`config.mk`:
```
export PLATFORM = sky130hd
export DESIGN_NAME = mem_bus_arbiter
export DESIGN_NICKNAME = d
export VERILOG_FILES = /design/src/rtl/mem_bus_arbiter.sv
export SDC_FILE = /design/constraint.sdc
export NUM_CORES = 1
export LEC_CHECK = 0
export CAP_MARGIN = 20
export CORE_AREA = 3 3 119 121
export DETAILED_ROUTE_END_ITERATION = 8
export DIE_AREA = 0 0 122 124
export GPL_TIMING_DRIVEN = 0
export SYNTH_ARGS = -nofsm -noshare
export SYNTH_HDL_FRONTEND = slang
export SYNTH_SLANG_ARGS = --single-unit
```
`constraint.sdc`:
```
create_clock -name clk -period 5.2 [get_ports clk]
set_input_delay 1.04 -clock clk [delete_from_list [all_inputs] [get_ports clk]]
set_output_delay 1.04 -clock clk [all_outputs]
set_load 0.02 [all_outputs]
```
`src/rtl/mem_bus_arbiter.sv`:
```
`default_nettype none
// ============================================================================
//  Module   : mem_bus_arbiter
//  Purpose  : Two-master to one-slave memory bus arbiter. Round-robin on
//             ties, a single outstanding transfer, a slave-wait timeout that
//             completes the transfer with all-ones read data, and abort of a
//             transfer whose master withdraws its request.
//  Ports    : clk, reset               - clock, synchronous active-high reset
//             mN_valid/addr/wdata/wstrb - master N request (wstrb 0 = read)
//             mN_ready/rdata            - master N completion, rdata 0 unless ready
//             s_valid/addr/wdata/wstrb  - shared slave request
//             s_ready/rdata             - OR-combined slave response
//             grant                     - one-hot owner (bit0 m0, bit1 m1)
//             timeout                   - pulse on a timed-out completion
//  Revision : 1.0 - initial release
// ============================================================================
module mem_bus_arbiter #(
    parameter int unsigned TIMEOUT = 255
) (
    input  logic        clk,
    input  logic        reset,
    input  logic        m0_valid,
    input  logic [31:0] m0_addr,
    input  logic [31:0] m0_wdata,
    input  logic [3:0]  m0_wstrb,
    output logic        m0_ready,
    output logic [31:0] m0_rdata,
    input  logic        m1_valid,
    input  logic [31:0] m1_addr,
    input  logic [31:0] m1_wdata,
    input  logic [3:0]  m1_wstrb,
    output logic        m1_ready,
    output logic [31:0] m1_rdata,
    output logic        s_valid,
    output logic [31:0] s_addr,
    output logic [31:0] s_wdata,
    output logic [3:0]  s_wstrb,
    input  logic        s_ready,
    input  logic [31:0] s_rdata,
    output logic [1:0]  grant,
    output logic        timeout
);

    typedef enum logic [0:0] {
        ST_IDLE = 1'b0,
        ST_BUSY = 1'b1
    } state_t;

    // Last BUSY cycle a transfer may wait before it is forced to complete.
    localparam logic [15:0] C_WAIT_LAST = 16'(TIMEOUT - 1);

    state_t      state_q,   state_d;
    logic [1:0]  grant_q,   grant_d;
    logic        last_m1_q, last_m1_d;   // 1: m1 was served last
    logic [15:0] wait_q,    wait_d;

    logic        w_sel_valid;
    logic [31:0] w_sel_addr;
    logic [31:0] w_sel_wdata;
    logic [3:0]  w_sel_wstrb;
    logic        w_drive;                // slave request is presented
    logic        w_done;                 // granted master completes this cycle
    logic [31:0] w_done_rdata;
    logic        w_timeout;
    logic        w_live;

    // The owner's request is routed straight through while BUSY.
    assign w_sel_valid = grant_q[1] ? m1_valid : m0_valid;
    assign w_sel_addr  = grant_q[1] ? m1_addr  : m0_addr;
    assign w_sel_wdata = grant_q[1] ? m1_wdata : m0_wdata;
    assign w_sel_wstrb = grant_q[1] ? m1_wstrb : m0_wstrb;

    always_comb begin
        state_d      = state_q;
        grant_d      = grant_q;
        last_m1_d    = last_m1_q;
        wait_d       = wait_q;
        w_drive      = 1'b0;
        w_done       = 1'b0;
        w_done_rdata = '0;
        w_timeout    = 1'b0;
        case (state_q)
            ST_IDLE: begin
                wait_d  = '0;
                grant_d = 2'b00;
                if (m0_valid && m1_valid) begin
                    grant_d = last_m1_q ? 2'b01 : 2'b10;
                    state_d = ST_BUSY;
                end else if (m0_valid) begin
                    grant_d = 2'b01;
                    state_d = ST_BUSY;
                end else if (m1_valid) begin
                    grant_d = 2'b10;
                    state_d = ST_BUSY;
                end
            end
            ST_BUSY: begin
                if (!w_sel_valid) begin
                    // Withdrawn request: drop the slave request, no ready,
                    // round-robin history untouched.
                    state_d = ST_IDLE;
                    grant_d = 2'b00;
                end else if (s_ready) begin
                    // Slave response wins even on the timeout cycle.
                    w_drive      = 1'b1;
                    w_done       = 1'b1;
                    w_done_rdata = s_rdata;
                end else if (wait_q == C_WAIT_LAST) begin
                    w_done       = 1'b1;
                    w_done_rdata = 32'hFFFF_FFFF;
                    w_timeout    = 1'b1;
                end else begin
                    w_drive = 1'b1;
                    wait_d  = wait_q + 16'd1;
                end
                if (w_done) begin
                    last_m1_d = grant_q[1];
                    state_d   = ST_IDLE;
                    grant_d   = 2'b00;
                end
            end
            default: begin
                state_d = ST_IDLE;
                grant_d = 2'b00;
            end
        endcase
    end

    always_ff @(posedge clk) begin
        if (reset) begin
            state_q   <= ST_IDLE;
            grant_q   <= 2'b00;
            last_m1_q <= 1'b1;
            wait_q    <= '0;
        end else begin
            state_q   <= state_d;
            grant_q   <= grant_d;
            last_m1_q <= last_m1_d;
            wait_q    <= wait_d;
        end
    end

    // While reset is asserted every output is forced low, even if a transfer
    // was in flight, so an aborted transfer never produces a ready.
    assign w_live   = !reset;

    assign s_valid  = w_live && w_drive;
    assign s_addr   = s_valid ? w_sel_addr  : '0;
    assign s_wdata  = s_valid ? w_sel_wdata : '0;
    assign s_wstrb  = s_valid ? w_sel_wstrb : '0;

    assign m0_ready = w_live && w_done && grant_q[0];
    assign m1_ready = w_live && w_done && grant_q[1];
    assign m0_rdata = m0_ready ? w_done_rdata : '0;
    assign m1_rdata = m1_ready ? w_done_rdata : '0;

    assign grant    = w_live ? grant_q : 2'b00;
    assign timeout  = w_live && w_timeout;

endmodule
`default_nettype wire

```
* After elaboration in Yosys (flattened, before gate mapping)
Index checks and enable logic that the tools add are counted.
** Storage, ports and cells
- Input bits :: 173
- Register bits after elaboration :: 20
- Logic and storage cells :: 63
- Output and inout port bits :: 138
** Operators by class
- Equal/unequal tests :: 5
- Add/sub/neg operators :: 1
- Bitwise logic cells :: 1
- Mux-type cells :: 43
- Reduce and logical (&&, ||, !) cells :: 9
** Operators by type and width (count)
- 2-to-1 mux 32 bit :: 10
- 2-to-1 mux 16 bit :: 3
- one-hot mux 16 bit (2 select lines) :: 1
- 2-to-1 mux 1 bit :: 18
- adder 16 x 1 -> 16 bit, second input constant :: 1
- == test 16 x 8 -> 1 bit, second input constant :: 1
- 2-to-1 mux 2 bit :: 7
- 2-to-1 mux 4 bit :: 2
- logical AND 1 bit :: 6
- != test 2 bit, second input constant :: 2
- one-hot mux 2 bit (2 select lines) :: 1
- != test 3 x 2 -> 1 bit, second input constant :: 1
- AND reduction 3 bit :: 1
- != test 2 x 1 -> 1 bit, second input constant :: 1
- one-hot mux 1 bit (2 select lines) :: 1
- AND reduction 2 bit :: 1
- logical NOT 1 bit :: 1
- NOT 1 bit :: 1

* Logic depth before layout (Yosys ltp)
Gate-level depths: netlist of run 1.
- Depth after elaboration :: 9
- Gate-level depth with buffers :: 9
- Gate-level depth less buffers :: 6

* Least setup slack after synthesis of run 1
Ideal clock, no wire load.
- Kind :: input to output
- From :: in reset
- To :: out m1_rdata[10]
- Buffers on the path :: 3
- Slack :: 1.591 ns
- Stages on the path :: 7
- Data arrival time :: 2.569 ns
- Required time :: 4.160 ns
- Cell sequence :: clkbuf_1 nand2b_1 clkbuf_1 nor2_1 o211ai_1 clkbuf_1 nor2_1
** Between the ends
- Cells in the longest elaborated chain, start to end :: 4
** Ends and longest elaborated chain
- start: declaration :: RTL line 21 : input logic reset,
- logical NOT 1 bit :: RTL line 145 : assign w_live = !reset;
- logical AND 1 bit (2 in a row) :: RTL line 153 : assign m1_ready = w_live && w_done && grant_q[1];
- 2-to-1 mux 32 bit :: RTL line 155 : assign m1_rdata = m1_ready ? w_done_rdata : '0;
- end: declaration :: RTL line 33 : output logic [31:0] m1_rdata,
No other way between the ends.

* Final worst setup path of run 1
- From :: in m0_valid
- To :: out m1_rdata[16]
** Between the ends
- Cells in the longest elaborated chain, start to end :: 7
- Elaborated cells on any way between the ends :: 9
** Ends and longest elaborated chain
- start: declaration :: RTL line 22 : input logic m0_valid,
- 2-to-1 mux 1 bit * :: RTL line 68 : assign w_sel_valid = grant_q[1] ? m1_valid : m0_valid;
- 2-to-1 mux 1 bit :: RTL line 98 : if (!w_sel_valid) begin
- 2-to-1 mux 1 bit (2 in a row) :: RTL line 82 : case (state_q)
- logical AND 1 bit (2 in a row) :: RTL line 153
- 2-to-1 mux 32 bit * :: RTL line 155
Mark *: on every way between the ends. The rest lies on a longest branch, timed or not. The select of a mux whose other input is x is not followed.

==> results of run 1 <==
-- cell families after synthesis --
family / share of synthesized area, %
AND/OR/NAND/NOR: 38.8
multiplexers: 27.0
buffers and inverters: 6.97
AO/OA/AOI/OAI: 11.0
flip-flops: 15.4
adder cells (fa/ha/maj): 0.961
-- flip-flops by register name, indices dropped and copies added (netlist names) --
signal,flops
wait_q,16
grant_q,2
state_q,1
last_m1_q,1
-- metal layers --
metal | track usage (%) | part of all wire [%]
met1 | 24.6 | 42
met2 | 34.2 | 51
met3 | 4.45 | 6.4
met4 | 2.73 | 1.0
met5 | 0 | 0.068
-- layout make-up --
cell class                      count  area [um^2]
Clock buffer                        4         88.8
Sequential cell                    20          400
Multi-Input combinational cell    344         2020
Fill cell                        1343         7190
Buffer                             34          148
Tap cell                          176          220
Inverter                            9         33.8
Timing Repair Buffer              308         3080
-- worst reg2reg max path, stage by stage (launching register included) --
cell	delay (ps)
sky130_fd_sc_hd__dfxtp_1	350
sky130_fd_sc_hd__clkbuf_1	450
sky130_fd_sc_hd__mux2_2	310
sky130_fd_sc_hd__nand4_1	300
sky130_fd_sc_hd__or4_1	500
sky130_fd_sc_hd__a21oi_1	140
-- path summary, 6_finish.rpt --
kind,slack [ps],to,startpoint
worst max-delay path,490,m1_rdata[16],m0_valid
worst min-delay path,480,wait_q[15],wait_q[15]
worst max register to register,3080,wait_q[14],grant_q[1]
worst min register to register,480,wait_q[15],wait_q[15]
-- layout by cell type (no fill, tap or decap), drive strengths merged, types with 10 or more instances in the layout --
| cell type | instances |
|---|---|
| clkdlybuf4s50 | 308 |
| nor2 | 171 |
| mux2i | 69 |
| clkbuf | 28 |
| dfxtp | 20 |
| or4 | 13 |
| a21oi | 11 |
| nand2 | 10 |
| buf | 10 |
-- where the power goes --
part	switching (mW)	total, mW	internal (mW)
registers	0.00159	0.157	0.155
clock network	0.0584	0.176	0.117
logic	0.120	0.300	0.180
==> flow_summary.yaml, run 1 <==
cts:
  clock_tree.htree_level_count: 1
  cts-buffers-inserted: 3
  clk_pin_slew_ps: 50
  tritoncts: "built"
  post_cts_resized: 0
  cts_hold_buffers: 0
  tritoncts_sink_count: 20
  worstSkewPairLatency_ps: 250
  cts.path.max_buffers: 2
  postCtsSetupRepairBufs: 0
  clock-root-buffer: "sky130_fd_sc_hd__clkbuf_16"
sta:
  period_share_pct: 90.6
  setup_viol: 0
  final_count_of_hold_timing_violations: 0
  final.setup.worst_slack_ps: 490
  fmax_mhz: 212
  rsz0062_at_grt: "false"
  fin_crit_ps: 4710
  worst_pin_slew_ps: 979
  maxSlewHeadroom_pct: 34.7
  maxSlewViolCount: 0
  setup-tns-final_ps: 0
  clock-skew-final_ps: 5.90
  worst_hold_slack_ps: 482
synth:
  synthTopCellsByCount: "sky130_fd_sc_hd__nor2_1 (171), sky130_fd_sc_hd__mux2i_1 (69), sky130_fd_sc_hd__clkbuf_1 (24), sky130_fd_sc_hd__dfxtp_1 (20), sky130_fd_sc_hd__or4_1 (12)"
  async_flop_share_pct: 0
  syn_area_um2: 2600
  ys_dominant_reg_cell: "sky130_fd_sc_hd__dfxtp_1"
  ys_ff_latch: 20
  seq_area_frac_synth_pct: 15.4
  yosys.area.top_type: "sky130_fd_sc_hd__mux2i_1"
  synth_cells: 407
  yosys.cell_types.count: 41
  synth-edff-count: 0
  ys_top_cells_by_area: "sky130_fd_sc_hd__mux2i_1 (27%), sky130_fd_sc_hd__nor2_1 (25%), sky130_fd_sc_hd__dfxtp_1 (15%)"
  synthMostInstantiatedCell: "sky130_fd_sc_hd__nor2_1"
  synth_top_area_share_pct: 26.5
  avgSynthCellArea_um2: 6.40
  synth.yosys.warnings: 0
  postSynthNetCount: 582
worst_setup_path:
  critical_path_depth: 7
  worst-setup-path-type: "in -> out"
  cp_max_fo: 10
  timing.reg2reg.worst_path_depth: 5
  setup.worst_path.start_class: "primary input"
  critical_path.slowest_cell: "sky130_fd_sc_hd__clkdlybuf4s50_1"
  timing.critical_path.slowest_cell_delay_ps: 640
  crit_chain: "clkdlybuf4s50_1, mux2i_1, nor2_1, o211ai_1, clkbuf_1, nor2_1, clkdlybuf4s50_1"
  cpLargestDelayFamily: "buffers and inverters"
  worstPathRequired_ps: 4160
  critical_path.endpoint_type: "output pin"
  worst_ep_arrival_time_ps: 3670
  cp_num_buf_inv: 3
floorplanning:
  initial_core_util_pct: 19.7
  ios: 311
  die_w_um: 122
  placeableCoreArea_um2: 13200
  die_height_um: 124
  placementRows: 42
  die-area_um2: 15100
global_routing:
  grt_first_pass_wirelength_um: 22900
  groute.usage.overall_pct: 19.4
  global_route.overflow_total: 0
  grt_antenna_before_repair: 1
  grt_start_max_net_pins: 12
  grt_pass1_vias: 4059
power_and_ir_drop:
  power_density_nw_per_um2: 106
  static-leakage-power_nw: 2.15
  post_route_total_power_uw: 633
  peakVddDrop_v: 0.000136
layout:
  finalCoreUtilization_pct: 45.5
  final_cell_count_no_fill: 895
  num_antenna_cells: 0
  syn2layout_area_growth_pct: 130
  layout.cell_area.non_filler_um2: 6000
  drive_above_1_share_pct: 2.50
  num-nets-final: 895
job:
  max_cap_violations: 0
routing:
  vias: 4068
  vias_per_cell: 4.55
  drt_wl_total_um: 16100
  first_pass_iters: 4
  drt-initial-drc-count: 152
  post-route-drc-count: 0
  wl_per_cell_um: 18.0
  ant_nets: 0
place:
  port-buffer-count: 308
  placement.cell_area_um2: 5910
  placedCellCount: 891
  placement.setup.worst_slack_ps: 498
  dp_hpwl_um: 13900
  gp_routability_congestion: 0.856
min_path:
  timing.hold.worst.class: "reg -> reg"
  hold_path_depth: 2
run_status:
  status: "completed"
(Power assumes the default switching activity.)
==> run 2: changes to the inputs <==
--- a/config.mk
+++ b/config.mk
@@ -6,9 +6,9 @@
 export NUM_CORES = 1
 export LEC_CHECK = 0
 export CAP_MARGIN = 20
-export CORE_AREA = 3 3 119 121
+export CORE_AREA = 3 3 121 123
 export DETAILED_ROUTE_END_ITERATION = 8
-export DIE_AREA = 0 0 122 124
+export DIE_AREA = 0 0 124 126
 export GPL_TIMING_DRIVEN = 0
 export SYNTH_ARGS = -nofsm -noshare
 export SYNTH_HDL_FRONTEND = slang
==> run 2 against run 1 <==
Compared with the run above:
- flip-flop and latch count did not move
- first-iteration DRC count rose by 43%
- non-clock buffer count did not move
- power fell by 3.8%
- sequential share of layout area barely moved
- die area rose by 3.3%
==> flow_summary.yaml, run 2 (synthesis gave the netlist of run 1 again) <==
run_status:
  status: "completed"
power_and_ir_drop:
  power_density_nw_per_um2: 102
  static-leakage-power_nw: 2.14
  peakVddDrop_v: 0.000115
layout:
  final_cell_count_no_fill: 898
  most_flop_heavy_register: "wait_q"
  drive_above_1_share_pct: 2.37
  layout.cell_area.non_filler_um2: 5990
  num_antenna_cells: 0
  most_frequent_standard_cell_in_the_layout_excluding_fill_and_tap_cells: "sky130_fd_sc_hd__clkdlybuf4s50_1"
  largest_reg_flops: 16
  final_cell_mix: "sky130_fd_sc_hd__clkdlybuf4s50_1 (308), sky130_fd_sc_hd__nor2_1 (171), sky130_fd_sc_hd__mux2i_1 (69), sky130_fd_sc_hd__clkbuf_1 (24), sky130_fd_sc_hd__dfxtp_1 (20)"
  layout_top_registers: "wait_q (16), grant_q (2)"
  num-nets-final: 895
  syn2layout_area_growth_pct: 130
global_routing:
  top_usage_layer: "met2"
  grt_antenna_before_repair: 0
  use_met1_pct: 22.1
  grt_start_max_net_pins: 11
  global_route.overflow_total: 0
  grt_first_pass_wirelength_um: 23400
  grt_pass1_vias: 4184
  grt.met2_usage_pct: 34.9
  use_met3_pct: 4.58
  groute.usage.overall_pct: 18.9
cts:
  tritoncts_sink_count: 20
  tritoncts: "built"
  postCtsSetupRepairBufs: 0
  clock_tree.htree_level_count: 1
  clock-root-buffer: "sky130_fd_sc_hd__clkbuf_16"
  cts-buffers-inserted: 3
  cts_hold_buffers: 0
  worstSkewPairLatency_ps: 250
  post_cts_resized: 0
  cts.path.max_buffers: 2
  clk_pin_slew_ps: 50
place:
  gp_routability_congestion: 0.898
  placedCellCount: 895
  port-buffer-count: 308
  placement.setup.worst_slack_ps: 572
  placement.cell_area_um2: 5910
  dp_hpwl_um: 13400
routing:
  first_pass_iters: 4
  vias_per_cell: 4.57
  wl_per_cell_um: 17.5
  ant_nets: 0
  drt_wl_total_um: 15700
  post-route-drc-count: 0
  vias: 4104
  drt-initial-drc-count: 217
floorplanning:
  placementRows: 43
  die_w_um: 124
  initial_core_util_pct: 18.9
  die-area_um2: 15600
  die_height_um: 126
  placeableCoreArea_um2: 13800
  ios: 311
sta:
  maxSlewHeadroom_pct: 44.2
  setup-tns-final_ps: 0
  clock-skew-final_ps: 3.67
  period_share_pct: 88.7
  fin_crit_ps: 4610
  final.setup.worst_slack_ps: 588
  rsz0062_at_grt: "false"
  final_count_of_hold_timing_violations: 0
  worst_hold_slack_ps: 493
  maxSlewViolCount: 0
  worst_pin_slew_ps: 836
  fmax_mhz: 217
  setup_viol: 0
worst_setup_path:
  critical_path.endpoint_type: "output pin"
  worst_ep_arrival_time_ps: 3570
  setup.worst_path.start_class: "primary input"
  worstPathRequired_ps: 4160
  cp_max_fo: 10
  worst-setup-path-type: "in -> out"
min_path:
  timing.hold.worst.class: "reg -> reg"
job:
  max_cap_violations: 0
run 2: final cells by class:
class / instances / area, um^2
clock buffer: 3 / 75.1
buffer: 34 / 148
multi-input combinational: 344 / 2020
tap: 180 / 225
fill: 1447 / 7790
sequential: 20 / 400
inverter: 9 / 33.8
timing repair buffer: 308 / 3080
run 2: critical path, cell delays in order:
cell                              delay [ps]
sky130_fd_sc_hd__clkdlybuf4s50_1         500
sky130_fd_sc_hd__mux2i_1                 440
sky130_fd_sc_hd__nor2_1                  180
sky130_fd_sc_hd__o211ai_1                320
sky130_fd_sc_hd__clkbuf_1                410
sky130_fd_sc_hd__nor2_1                  120
sky130_fd_sc_hd__clkdlybuf4s50_1         560
run 2: stage by stage:
step / power [mW] / util, %
6_report: 0.609 / 43.5
5_1_grt: 0.640 / 43.5
4_1_cts: 0.614 / 43.5
3_5_place_dp: 0.458 / 42.9
3_3_place_gp: 0.455 / 42.9
2_1_floorplan: 0.268 / -
run 2: path summary, 6_finish.rpt:
path,cells after the start,to,slack [ps],start
max,7,m0_rdata[16],590,m1_valid
min,2,wait_q[15],490,wait_q[15]
max reg2reg,5,wait_q[13],3010,wait_q[2]
min reg2reg,2,wait_q[15],490,wait_q[15]
run 2: metal layers:
layer | vias to the layer above | routed length, um | share of wire [%]
met3 | 20 | 1060 | 6.8
li1 | 2033 | - | -
met5 | - | 0 | 0
met2 | 163 | 8190 | 52
met1 | 1888 | 6170 | 39
met4 | 0 | 276 | 1.8
run 2: power by group:
part           switching (mW)  total (mW)  internal [mW]
logic                   0.118       0.298          0.180
clock network          0.0530       0.154          0.101
registers             0.00150       0.157          0.155
==> run 3: changes to the inputs <==
--- a/config.mk
+++ b/config.mk
@@ -5,7 +5,6 @@
 export SDC_FILE = /design/constraint.sdc
 export NUM_CORES = 1
 export LEC_CHECK = 0
-export CAP_MARGIN = 20
 export CORE_AREA = 3 3 121 123
 export DETAILED_ROUTE_END_ITERATION = 8
 export DIE_AREA = 0 0 124 126
==> results of run 3 <==
Same layout as run 2: the final DEF is identical, and so are final timing and power.
